**src/rtl/gb_cart_bus_master.sv**
```systemverilog
// Host-side Game Boy cartridge bus initiator: turns single-beat read/write requests
// into 4-cycle cart bus accesses (P0..P3) with PHI = gb_clk/4.
module gb_cart_bus_master #(
  parameter bit          PHI_ALIGN  = 1'b1,
  parameter int unsigned GAP_CYCLES = 1
) (
  input  logic        gb_clk,
  input  logic        i_resetn,
  input  logic        i_req_valid,
  output logic        o_req_ready,
  input  logic        i_req_we,
  input  logic [15:0] i_req_addr,
  input  logic [7:0]  i_req_wdata,
  output logic        o_rsp_valid,
  output logic [7:0]  o_rsp_rdata,
  output logic        o_cart_clk,
  output logic [15:0] o_cart_a,
  output logic [7:0]  o_cart_d_out,
  output logic        o_cart_d_oe,
  input  logic [7:0]  i_cart_d_in,
  output logic        o_cart_nRD,
  output logic        o_cart_nWR,
  output logic        o_cart_nCS
);

  typedef enum logic [2:0] {
    S_IDLE = 3'd0,
    S_P0   = 3'd1,
    S_P1   = 3'd2,
    S_P2   = 3'd3,
    S_P3   = 3'd4
  } state_e;

  state_e      state_q, state_d;
  logic [1:0]  phase_q, phase_d;
  logic [2:0]  gap_q, gap_d;
  logic        we_q, we_d;
  logic [15:0] addr_q, addr_d;
  logic [7:0]  wdata_q, wdata_d;
  logic        rsp_valid_q, rsp_valid_d;
  logic [7:0]  rdata_q, rdata_d;
  logic        accept;
  logic        sel;

  // Ready is forced low while reset is held so no request can be taken then.
  always_comb begin
    o_req_ready = i_resetn && (state_q == S_IDLE) && (gap_q == '0) &&
                  (!PHI_ALIGN || (phase_q == 2'd3));
  end

  assign accept = i_req_valid && o_req_ready;

  // RAM/IO chip select window; ROM is addressed purely through A15.
  assign sel = (addr_q >= 16'hA000) && (addr_q <= 16'hFDFF);

  // State register
  always_ff @(posedge gb_clk or negedge i_resetn) begin
    if (!i_resetn) begin
      state_q <= S_IDLE;
    end else begin
      state_q <= state_d;
    end
  end

  // Next-state logic
  always_comb begin
    state_d = state_q;
    unique case (state_q)
      S_IDLE:  if (accept) state_d = S_P0;
      S_P0:    state_d = S_P1;
      S_P1:    state_d = S_P2;
      S_P2:    state_d = S_P3;
      S_P3:    state_d = S_IDLE;
      default: state_d = S_IDLE;
    endcase
  end

  // Cart bus outputs, decoded from state and the latched request
  always_comb begin
    o_cart_a    = {1'b1, addr_q[14:0]};
    o_cart_nRD  = 1'b0;
    o_cart_nWR  = 1'b1;
    o_cart_nCS  = 1'b1;
    o_cart_d_oe = 1'b0;
    unique case (state_q)
      S_P0: begin
        o_cart_nRD  = we_q;
        o_cart_d_oe = we_q;
      end
      S_P1: begin
        o_cart_a[15] = addr_q[15];
        o_cart_nRD   = we_q;
        o_cart_d_oe  = we_q;
        o_cart_nCS   = !sel;
      end
      S_P2, S_P3: begin
        o_cart_a[15] = addr_q[15];
        o_cart_nRD   = we_q;
        o_cart_d_oe  = we_q;
        o_cart_nCS   = !sel;
        o_cart_nWR   = !we_q;
      end
      default: ;
    endcase
  end

  // Write data stays on d_out after the access ends, giving hold time past nWR rise.
  assign o_cart_d_out = wdata_q;
  assign o_cart_clk   = phase_q[1];
  assign o_rsp_valid  = rsp_valid_q;
  assign o_rsp_rdata  = rdata_q;

  // Datapath next-state
  always_comb begin
    phase_d     = phase_q + 2'd1;
    gap_d       = gap_q;
    we_d        = we_q;
    addr_d      = addr_q;
    wdata_d     = wdata_q;
    rsp_valid_d = 1'b0;
    rdata_d     = rdata_q;
    if (state_q == S_IDLE && gap_q != '0) begin
      gap_d = gap_q - 3'd1;
    end
    if (accept) begin
      we_d   = i_req_we;
      addr_d = i_req_addr;
      if (i_req_we) begin
        wdata_d = i_req_wdata;
      end
    end
    if (state_q == S_P3) begin
      rsp_valid_d = 1'b1;
      rdata_d     = we_q ? 8'h00 : i_cart_d_in;
      gap_d       = 3'(GAP_CYCLES);
    end
  end

  always_ff @(posedge gb_clk or negedge i_resetn) begin
    if (!i_resetn) begin
      phase_q     <= '0;
      gap_q       <= '0;
      we_q        <= 1'b0;
      addr_q      <= '1;
      wdata_q     <= '0;
      rsp_valid_q <= 1'b0;
      rdata_q     <= '0;
    end else begin
      phase_q     <= phase_d;
      gap_q       <= gap_d;
      we_q        <= we_d;
      addr_q      <= addr_d;
      wdata_q     <= wdata_d;
      rsp_valid_q <= rsp_valid_d;
      rdata_q     <= rdata_d;
    end
  end

endmodule

```
**config.mk**
```make
export PLATFORM = sky130hd
export DESIGN_NAME = gb_cart_bus_master
export DESIGN_NICKNAME = d
export VERILOG_FILES = /design/src/rtl/gb_cart_bus_master.sv
export SDC_FILE = /design/constraint.sdc
export NUM_CORES = 1
export LEC_CHECK = 0
export CORE_ASPECT_RATIO = 1.2
export CORE_MARGIN = 3
export CORE_UTILIZATION = 39
export DETAILED_ROUTE_END_ITERATION = 6
export PLACE_DENSITY = 0.77
export SETUP_SLACK_MARGIN = 0.15
export SYNTH_ARGS = -nofsm -noshare
export SYNTH_HDL_FRONTEND = slang
export SYNTH_SLANG_ARGS = --single-unit
```
**constraint.sdc**
```tcl
create_clock -name gb_clk -period 1.6 [get_ports gb_clk]
set_clock_uncertainty 0.05 [all_clocks]
set_input_delay 0.32 -clock gb_clk [delete_from_list [all_inputs] [get_ports gb_clk]]
set_output_delay 0.32 -clock gb_clk [all_outputs]
set_load 0.005 [all_outputs]
```
==> results of run 1 <==
==> cell usage in the layout, fill, tap and decap left out, drive strengths merged <==
cell and instances:
a21oi 2, dfrtp 26, nand2b 9, and4b 1
clkinv 1, buf 63, xnor2 1, or3 1
and2 1, nand2 9, mux2 24, a21bo 1
dlygate4sd2 18, nand4 2, or3b 2, o211ai 1
clkbuf 7, ha 3, clkdlybuf4s50 34, or4 1
o2111ai 1, nand3 1, nor2b 1, and3 2
nor3 3, inv 6, clkdlybuf4s15 9, o31ai 1
nor2 2, dfstp 16, o21ai 13
==> Yosys cell counts <==
cell / instances
nand3_2: 1
dfstp_2: 16
mux2_2: 15
o21ai_1: 10
clkbuf_1: 1
nor3_2: 1
or4_1: 1
or3_1: 1
ha_1: 3
buf_4: 16
dfrtp_1: 26
o211ai_1: 1
nor2_1: 2
nor2b_1: 1
or3b_1: 2
and4b_1: 1
inv_2: 1
buf_2: 3
a21oi_1: 2
xnor2_1: 1
nand2_1: 9
buf_1: 1
clkbuf_2: 1
mux2_1: 9
nor3_1: 2
o2111ai_1: 1
inv_1: 5
nand4_1: 2
o21ai_0: 3
o31ai_1: 1
and2_1: 1
and3_1: 2
nand2b_1: 9
a21bo_2: 1
==> state kept, by name, summed over array words and instances (netlist names) <==
signal and flops:
o_rsp_valid 1, o_rsp_rdata 8, gap_q 3, state_q 3
we_q 1, o_cart_d_out 8, addr_q 16, phase_q 2
==> cell families (layout without fill, tap and decap cells) <==
| logic type | after synthesis | after routing | synth area share [%] |
|---|---|---|---|
| multiplexers | 24 | 24 | 14.4 |
| AO/OA/AOI/OAI | 19 | 19 | 5.81 |
| adder cells (fa/ha/maj) | 3 | 3 | 2.00 |
| AND/OR/NAND/NOR | 35 | 35 | 11.0 |
| XOR/XNOR | 1 | 1 | 0.468 |
| buffers and inverters | 28 | 138 | 9.08 |
| flip-flops | 42 | 42 | 57.2 |
==> power by group through the flow <==
stage | logic [mW] | registers, mW | clock network (mW)
after floorplan | 1.08 | 1.85 | 0
after global placement | 2.04 | 1.83 | 0
final | 2.42 | 1.83 | 0.694
after detailed placement | 2.08 | 1.86 | 0
after CTS | 2.37 | 1.82 | 0.722
after global routing | 2.66 | 1.89 | 0.766
==> stage by stage <==
step | hold WS (ns) | area (um^2) | setup WS (ns) | setup TNS (ns)
floorplan | -0.0256 | 1930 | -0.0598 | -0.965
global placement | 0.364 | 2760 | -0.249 | -2.88
detailed placement | 0.370 | 2760 | -0.267 | -3.88
CTS | 0.0951 | 3080 | -0.278 | -3.77
global route | 0.126 | 3160 | -0.316 | -6.23
finish | 0.0804 | 3160 | -0.287 | -3.66
==> routing by layer <==
layer,vias up,global-route usage [%]
li1,719,-
met4,0,5.86
met3,7,5.39
met1,723,18.6
met5,-,0
met2,48,29.6
==> how the worst max path moves through the flow <==
stage	to	slack [ns]	cells after the start	from
after floorplan	o_cart_d_out[0]$_DFFE_PN0P_	-0.06	5	gap_q[0]$_DFFE_PN0P_
after global placement	o_cart_d_oe	-0.25	4	state_q[0]$_DFFE_PN0P_
after detailed placement	o_cart_nRD	-0.27	4	state_q[0]$_DFFE_PN0P_
after CTS	o_cart_nRD	-0.28	4	state_q[2]$_DFFE_PN0P_
after global routing	gap_q[2]$_DFFE_PN0P_	-0.32	6	state_q[2]$_DFFE_PN0P_
final	gap_q[2]$_DFFE_PN0P_	-0.29	6	state_q[2]$_DFFE_PN0P_
==> timing repair <==
| action | CTS | global route |
|---|---|---|
| hold buffers | 0 | 0 |
| cloned | 2 | 0 |
| endpoints found under the setup margin | 75 | 54 |
| buffers inserted | 17 | 6 |
| gates resized for setup | 112 | 14 |
| pin swaps | 6 | 2 |
==> area by class of cell <==
class	instances	area (um^2)	area share [%]
flip-flops and latches	42	1070	34.0
repair buffers	124	1170	36.9
well taps	58	72.6	2.30
clock inverters	1	5.00	0.158
clock buffers	7	86.3	2.73
multi-input cells	82	731	23.1
inverters	6	25.0	0.792
==> worst max-delay path: stages (launching register included) <==
cell and delay (ns):
dfrtp_2 0.43, buf_6 0.12, or3_4 0.36, buf_4 0.14, buf_6 0.12, or4_4 0.42, a21oi_2 0.16
==> flow_summary.yaml, run 1 <==
status:
  outcome: "finished, violations left"
  violations: "negative setup slack"
sta:
  rsz0062_at_grt: "true"
  period_share_pct: 118
  period_needed_ns: 1.89
  hold_violations: 0
  setup_viol: 34
  slew_violations: 0
  slew_headroom_pct: 65.5
  setup_slack_ns: -0.287
  max_freq_ghz: 0.530
  tightest_slew_ns: 0.518
drt:
  firstDrtPassIters: 4
  drt-vias-per-instance: 4.68
  wl_met3_um: 283
  antenna_left: 0
  drcViolationCount: 0
  first_iter_violations: 42
  wl_met2_um: 2360
  wl_per_cell_um: 13.7
  top_layer_used: "met4"
  wl_um: 4380
  wl_met1_um: 1670
  num_vias: 1497
finish:
  final_nets: 300
  fin_util_pct: 68.2
  diodes: 0
  layoutNonFillerInstCount: 320
  nFillCells: 354
  areaGrowthSynthToFinish_pct: 68.6
  post_route_cells_drive_above_1_share_pct: 48.1
floorplan:
  rows: 27
  die_h_um: 81.9
  start_util_pct: 40.5
  die_area_um2: 5670
  die_w_um: 69.3
  core_um2: 4630
  io_pins: 75
place:
  gp_congestion: 0.771
  hpwl_um: 2890
  port_buffers: 74
  dpl.cell_count: 287
synthesis:
  ys_ff_latch: 42
  synth_fp_nets: 191
  syn_avg_cell_area_um2: 12.3
  synthTopCellsByArea: "dfrtp_1 35%, dfstp_2 22%, mux2_2 9.0%"
  ys_types: 34
  netlist_area_um2: 1870
  syn_inst: 152
  synth_seq_area_share_pct: 57.2
  synth.top_cell.area_share_pct: 34.7
  yosysWarnings: 0
  synth_area_leader_cell: "dfrtp_1"
worst_setup_path:
  crit_required_ns: 1.76
  worstPathArrival_ns: 2.04
  crit_path_end_kind: "register"
  reg2reg_depth: 6
  reg2reg_slack_ns: -0.29
  start_kind: "register"
  critPathKind: "register to register"
  r2r_end: "gap_q[2]$_DFFE_PN0P_"
  crit_fanout: 5
  timing.rr.start: "state_q[2]$_DFFE_PN0P_"
clocking:
  clk_latency_ns: 0.29
  clk_path_buf_depth: 2
  cts.clk_slew.worst_paths_ns: 0.08
  cts_buffers: 5
  htree_levels: 2
  cts_sinks: 42
  tritoncts: "yes"
  root_buffer: "clkbuf_8"
grt:
  grtUsageTotal_pct: 16.5
  grt_pass1_wl_um: 7370
  overflow: 0
  antenna_found_initial: 0
  grt_pass1_vias: 1570
  grt_max_degree: 43
power:
  combPwrFrac_pct: 48.9
  clockPowerShare_pct: 14.0
  cellPowerDensity_nw_per_um2: 1570
  internal-power_mw: 3.51
  netSwitchingFraction_pct: 29.1
  max-vdd-ir-drop_uv: 919
  p_switching_mw: 1.44
  power_frac_seq_pct: 37.1
  finalPower_mw: 4.95
  cellLeakagePower_nw: 1.56
flow_run:
  maxCapViolations: 0
min_path:
  min_path_type: "primary input to async pin"
(Power assumes the default switching activity.)
==> run 2, diff against run 1 <==
--- a/config.mk
+++ b/config.mk
@@ -5,7 +5,6 @@
 export SDC_FILE = /design/constraint.sdc
 export NUM_CORES = 1
 export LEC_CHECK = 0
-export CORE_ASPECT_RATIO = 1.2
 export CORE_MARGIN = 3
 export CORE_UTILIZATION = 39
 export DETAILED_ROUTE_END_ITERATION = 6
==> run 2 against run 1 <==
Compared with the run above:
- the flow still finishes with violations (negative setup slack)
- global-route usage shrank 0.85 points
- final cell count shrank 4.7%
- clock-buffer cell count shrank 1
- sequential power is essentially flat
- non-clock buffer count shrank 9
- sequential share of layout area grew 0.11 points
- via count shrank 2.5%
- sequential cell count is the same
- critical endpoint is now o_cart_nWR
- largest power group unchanged
==> flow_summary.yaml, run 2 (synthesis results as in run 1) <==
grt:
  overflow: 0
  antenna_found_initial: 0
  grt_pass1_vias: 1481
  grt_pass1_wl_um: 6830
  grtUsageTotal_pct: 15.7
  grt_max_degree: 43
drt:
  drt-vias-per-instance: 4.78
  antenna_left: 0
  first_iter_violations: 66
  num_vias: 1459
  firstDrtPassIters: 4
  drcViolationCount: 0
  wl_per_cell_um: 14.5
  wl_um: 4430
clocking:
  clk_path_buf_depth: 2
  tritoncts: "yes"
  clk_latency_ns: 0.28
  cts_buffers: 5
  root_buffer: "clkbuf_8"
  postCtsHoldBufs: 0
  cts.clk_slew.worst_paths_ns: 0.08
  cts_sinks: 42
  htree_levels: 2
floorplan:
  io_pins: 75
  die_area_um2: 5670
  start_util_pct: 41.6
  die_w_um: 75.3
  die_h_um: 75.3
  rows: 24
  core_um2: 4500
sta:
  hold_violations: 0
  period_share_pct: 113
  max_freq_ghz: 0.551
  setup_viol: 33
  rsz0062_at_grt: "true"
  tightest_slew_ns: 0.535
  holdWs_ns: 0.0690
  setup_slack_ns: -0.214
  period_needed_ns: 1.81
  slew_violations: 0
  slew_headroom_pct: 64.3
place:
  port_buffers: 74
  placed_area_um2: 2780
  gp_congestion: 0.788
  hpwl_um: 3000
  place_ws_ns: -0.244
worst_setup_path:
  critPathKind: "register to primary output"
  worstPathArrival_ns: 1.44
  crit_required_ns: 1.23
  start_kind: "register"
  crit_fanout: 3
  crit_path_end_kind: "primary output"
finish:
  post_route_cells_drive_above_1_share_pct: 50.6
  final_nets: 291
  largest_register_ffs: 16
  areaGrowthSynthToFinish_pct: 68.1
  nFillCells: 340
  final_common_cell: "clkdlybuf4s50_1"
  diodes: 0
  layout_common_cells: "34 x clkdlybuf4s50_1, 31 x buf_4, 25 x dfrtp_1, 19 x dlygate4sd2_1, 16 x dfstp_2"
  regMostFlops: "addr_q"
  finalInstanceArea_um2: 3150
status:
  outcome: "finished, violations left"
  violations: "negative setup slack"
power:
  p_switching_mw: 1.49
  max-vdd-ir-drop_uv: 626
  clockPowerShare_pct: 19.4
  power_frac_seq_pct: 35.1
  cellLeakagePower_nw: 1.54
  netSwitchingFraction_pct: 28.3
  internal-power_mw: 3.77
  combPwrFrac_pct: 45.5
  cellPowerDensity_nw_per_um2: 1670
flow_run:
  maxCapViolations: 0
min_path:
  min_path_type: "primary input to async pin"
## run 2: cell type report
| type | instances | area (um^2) | area share [%] |
|---|---|---|---|
| clock buffer | 6 | 82.6 | 2.62 |
| clock inverter | 2 | 60.1 | 1.91 |
| tap | 52 | 65.1 | 2.07 |
| inverter | 6 | 25.0 | 0.795 |
| sequential | 42 | 1070 | 34.1 |
| timing repair buffer | 115 | 1080 | 34.3 |
| multi-input combinational | 82 | 762 | 24.2 |
## run 2: timing repair
action,in CTS,in global routing
cloned,2,1
setup buffers,5,4
setup endpoints to repair,73,52
resized for setup,103,24
pin swaps,7,6
## run 2: worst paths after layout
check | from | endpoint | slack, ns | depth (start not counted)
setup / recovery | state_q[0]$_DFFE_PN0P_ | o_cart_nWR | -0.21 | 5
hold / removal | i_resetn | gap_q[2]$_DFFE_PN0P_ | 0.07 | 2
setup reg to reg | gap_q[0]$_DFFE_PN0P_ | addr_q[10]$_DFFE_PN1P_ | -0.13 | 7
hold reg to reg | phase_q[0]$_DFF_PN0_ | phase_q[0]$_DFF_PN0_ | 0.38 | 1
max in group asynchronous | i_resetn | state_q[2]$_DFFE_PN0P_ | 1.02 | 2
min in group gb_clk | phase_q[0]$_DFF_PN0_ | phase_q[0]$_DFF_PN0_ | 0.38 | 1
## run 2: layer usage
metal	up-vias	track usage (%)	wire length, um
met4	0	3.88	19
met2	52	26.2	2160
met3	2	4.49	328
met1	704	20.1	1930
met5	-	0	0
li1	701	-	-
## run 2: stage by stage
stage / total power, mW / utilization (%) / setup TNS (ns) / std cells
6_report: 5.26 / 69.9 / -3.85 / 305
5_1_grt: 5.60 / 69.9 / -5.94 / 305
4_1_cts: 5.08 / 67.3 / -3.70 / 300
3_5_place_dp: 4.02 / 61.7 / -3.36 / 285
3_3_place_gp: 3.94 / 61.7 / -2.81 / 285
2_1_floorplan: 2.93 / - / -0.965 / 152
## run 2: critical path: stages (launching register included)
cell     delay, ns
dfrtp_1       0.40
or3b_4        0.43
buf_6         0.14
inv_4         0.04
o21ai_2       0.04
buf_2         0.12
## run 2: power groups by stage
stage               combinational (mW)  clock (mW)  sequential [mW]
finish                            2.39        1.02             1.84
global route                      2.61        1.09             1.90
CTS                               2.19        1.05             1.84
detailed placement                2.15           0             1.86
global placement                  2.11           0             1.83
floorplan                         1.08           0             1.85
==> variant (settings of run 2) <==
Make the reset (`i_resetn`) synchronous in 2 clocked blocks.
--- a/src/rtl/gb_cart_bus_master.sv
+++ b/src/rtl/gb_cart_bus_master.sv
@@ -55,5 +55,5 @@
 
   // State register
-  always_ff @(posedge gb_clk or negedge i_resetn) begin
+  always_ff @(posedge gb_clk) begin
     if (!i_resetn) begin
       state_q <= S_IDLE;
@@ -137,5 +137,5 @@
   end
 
-  always_ff @(posedge gb_clk or negedge i_resetn) begin
+  always_ff @(posedge gb_clk) begin
     if (!i_resetn) begin
       phase_q     <= '0;
Formal check against the unedited RTL: differs if i_resetn is asserted again (counterexample within 4 cycles, from zero or initial values and one cycle with i_resetn low); with i_resetn held inactive, the same outputs for 10 cycles.
==> variant against run 2 <==
  * The run still ends with setup timing left
  * Count of clock-buffer cells in the layout is 1 higher
  * Final cell count rose by 7.9%
  * Sequential cell count is the same
  * Design area shrank 7.8%
  * Area after synthesis is 3.9% lower
  * Routed wire length increased by 2.3%
  * Worst hold slack better by 0.34 ns
  * Setup slack improved by 0.11 ns
Power is not compared: it rests on default switching activity, and its combinational part moved more than twofold at a synthesized area within 25%.
==> variant: results <==
grt:
  grt_use_met1: 0.197
  met2_usage: 0.299
  grt_pass1_wl_mm: 7.17
  overflow: 0
  grt_use_met3: 0.0473
  grt_use_total: 0.168
  grt_start_max_net_pins: 18
setup_path:
  crit_path_max_incr_delay_ns: 0.37
  slowest_stage: "dfxtp_4"
  critPathTopFamily: "flip-flops"
  ff2ff_path_depth: 8
  cp.arrival_ns: 1.33
  critPathMaxFanout: 4
power:
  clock_power_share: 0.266
  swShare: 0.258
  p_seq_frac: 0.470
  p_total_uw: 2380
  ir_drop_v: 0.000567
  p_leak_uw: 0.00118
synthesis:
  ys_top_cells_by_area: "dfxtp_1 (47%), buf_4 (7.5%), o31a_1 (6.8%), or3_1 (4.9%), a22o_1 (3.9%)"
  ys_types: 36
  yosysSeqAreaShare: 0.467
  syn-num-nets: 223
  synth_common_cells: "dfxtp_1 (42), buf_4 (18), o31a_1 (14), or3_1 (14)"
  yosys_warnings: 0
  ys_async_sr_fraction: 0
  avgSynthCellArea_um2: 9.79
route:
  routed-via-count: 1644
  ant_nets: 0
  wire_per_inst_um: 13.8
  drtIter0Drc: 39
  wl_met3_um: 241
  dr_wl_met2_mm: 2.38
  met1_length_mm: 1.87
  viasPerCell: 5.00
  topRoutingLayerUsed: "met4"
status:
  status: "finished with violations"
  violations: "setup timing"
placed_design:
  placedInstanceArea_um2: 2660
  place.gp.congestion: 0.774
  place_ws_ns: -0.233
  port_buffers: 74
  dp.cells: 310
  dpl.hpwl_mm: 3.24
sta:
  fin_setup_tns_ns: -1.19
  slew_headroom: 0.792
  setup_viol: 19
  fin_ws_ns: -0.104
finish:
  nets: 316
  fillers: 355
  drive_gt1_frac: 0.332
clock_network:
  numCtsBuffers: 5
worst_hold_path:
  hold_path.class: "reg2reg"
variant: changes by cell type after synthesis, moves of 8 or more:
cell / delta
dfxtp_1: +42
dfrtp_1: -26
dfstp_2: -16
mux2_2: -15
o31a_1: +14
or3_1: +13
nor2_1: +10
mux2_1: -9
a22o_1: +8
variant: worst paths after layout:
path / end / slack, ns / startpoint
worst max register to register: addr_q[1] / -0.09 / gap_q[1]
worst min-delay path: o_cart_d_out[0] / 0.41 / o_cart_d_out[0]
worst min register to register: o_cart_d_out[0] / 0.41 / o_cart_d_out[0]
worst max-delay path: o_cart_nRD / -0.10 / state_q[1]
variant: repair_timing:
item / 4_1_cts / 5_1_grt
resized for setup: 91 / 14
hold buffers: 0 / 0
pin swaps: 11 / 10
cloned: 3 / 0
endpoints found under the setup margin: 75 / 43
buffers inserted: 5 / 4
variant: cells by family (layout without fill, tap and decap cells):
| family | after synthesis | in the layout | synth area share |
|---|---|---|---|
| buffers and inverters | 32 | 124 | 0.115 |
| AOI/OAI and AO/OA | 44 | 44 | 0.186 |
| xor gates and xnor gates | 1 | 1 | 0.00487 |
| and+or+nand+nor | 60 | 61 | 0.196 |
| DFF | 42 | 42 | 0.467 |
| muxes | 2 | 2 | 0.0111 |
| adders and majority gates | 3 | 3 | 0.0209 |
variant: worst reg2reg max path, delay by kind of cell, from the launching register on:
kind	cells	cell delay, ns
buf+inv	3	0.34
simple gates	2	0.49
compound gates	1	0.10
fa+ha+maj	2	0.29
flops	1	0.32
variant: layout make-up:
type / instances / area (um2) / share of cell area
sequential: 42 / 865 / 0.298
inverter: 5 / 18.8 / 0.00647
multi-input combinational: 111 / 866 / 0.298
clock buffer: 7 / 76.3 / 0.0263
tap: 52 / 65.1 / 0.0224
timing repair buffer: 112 / 1010 / 0.348
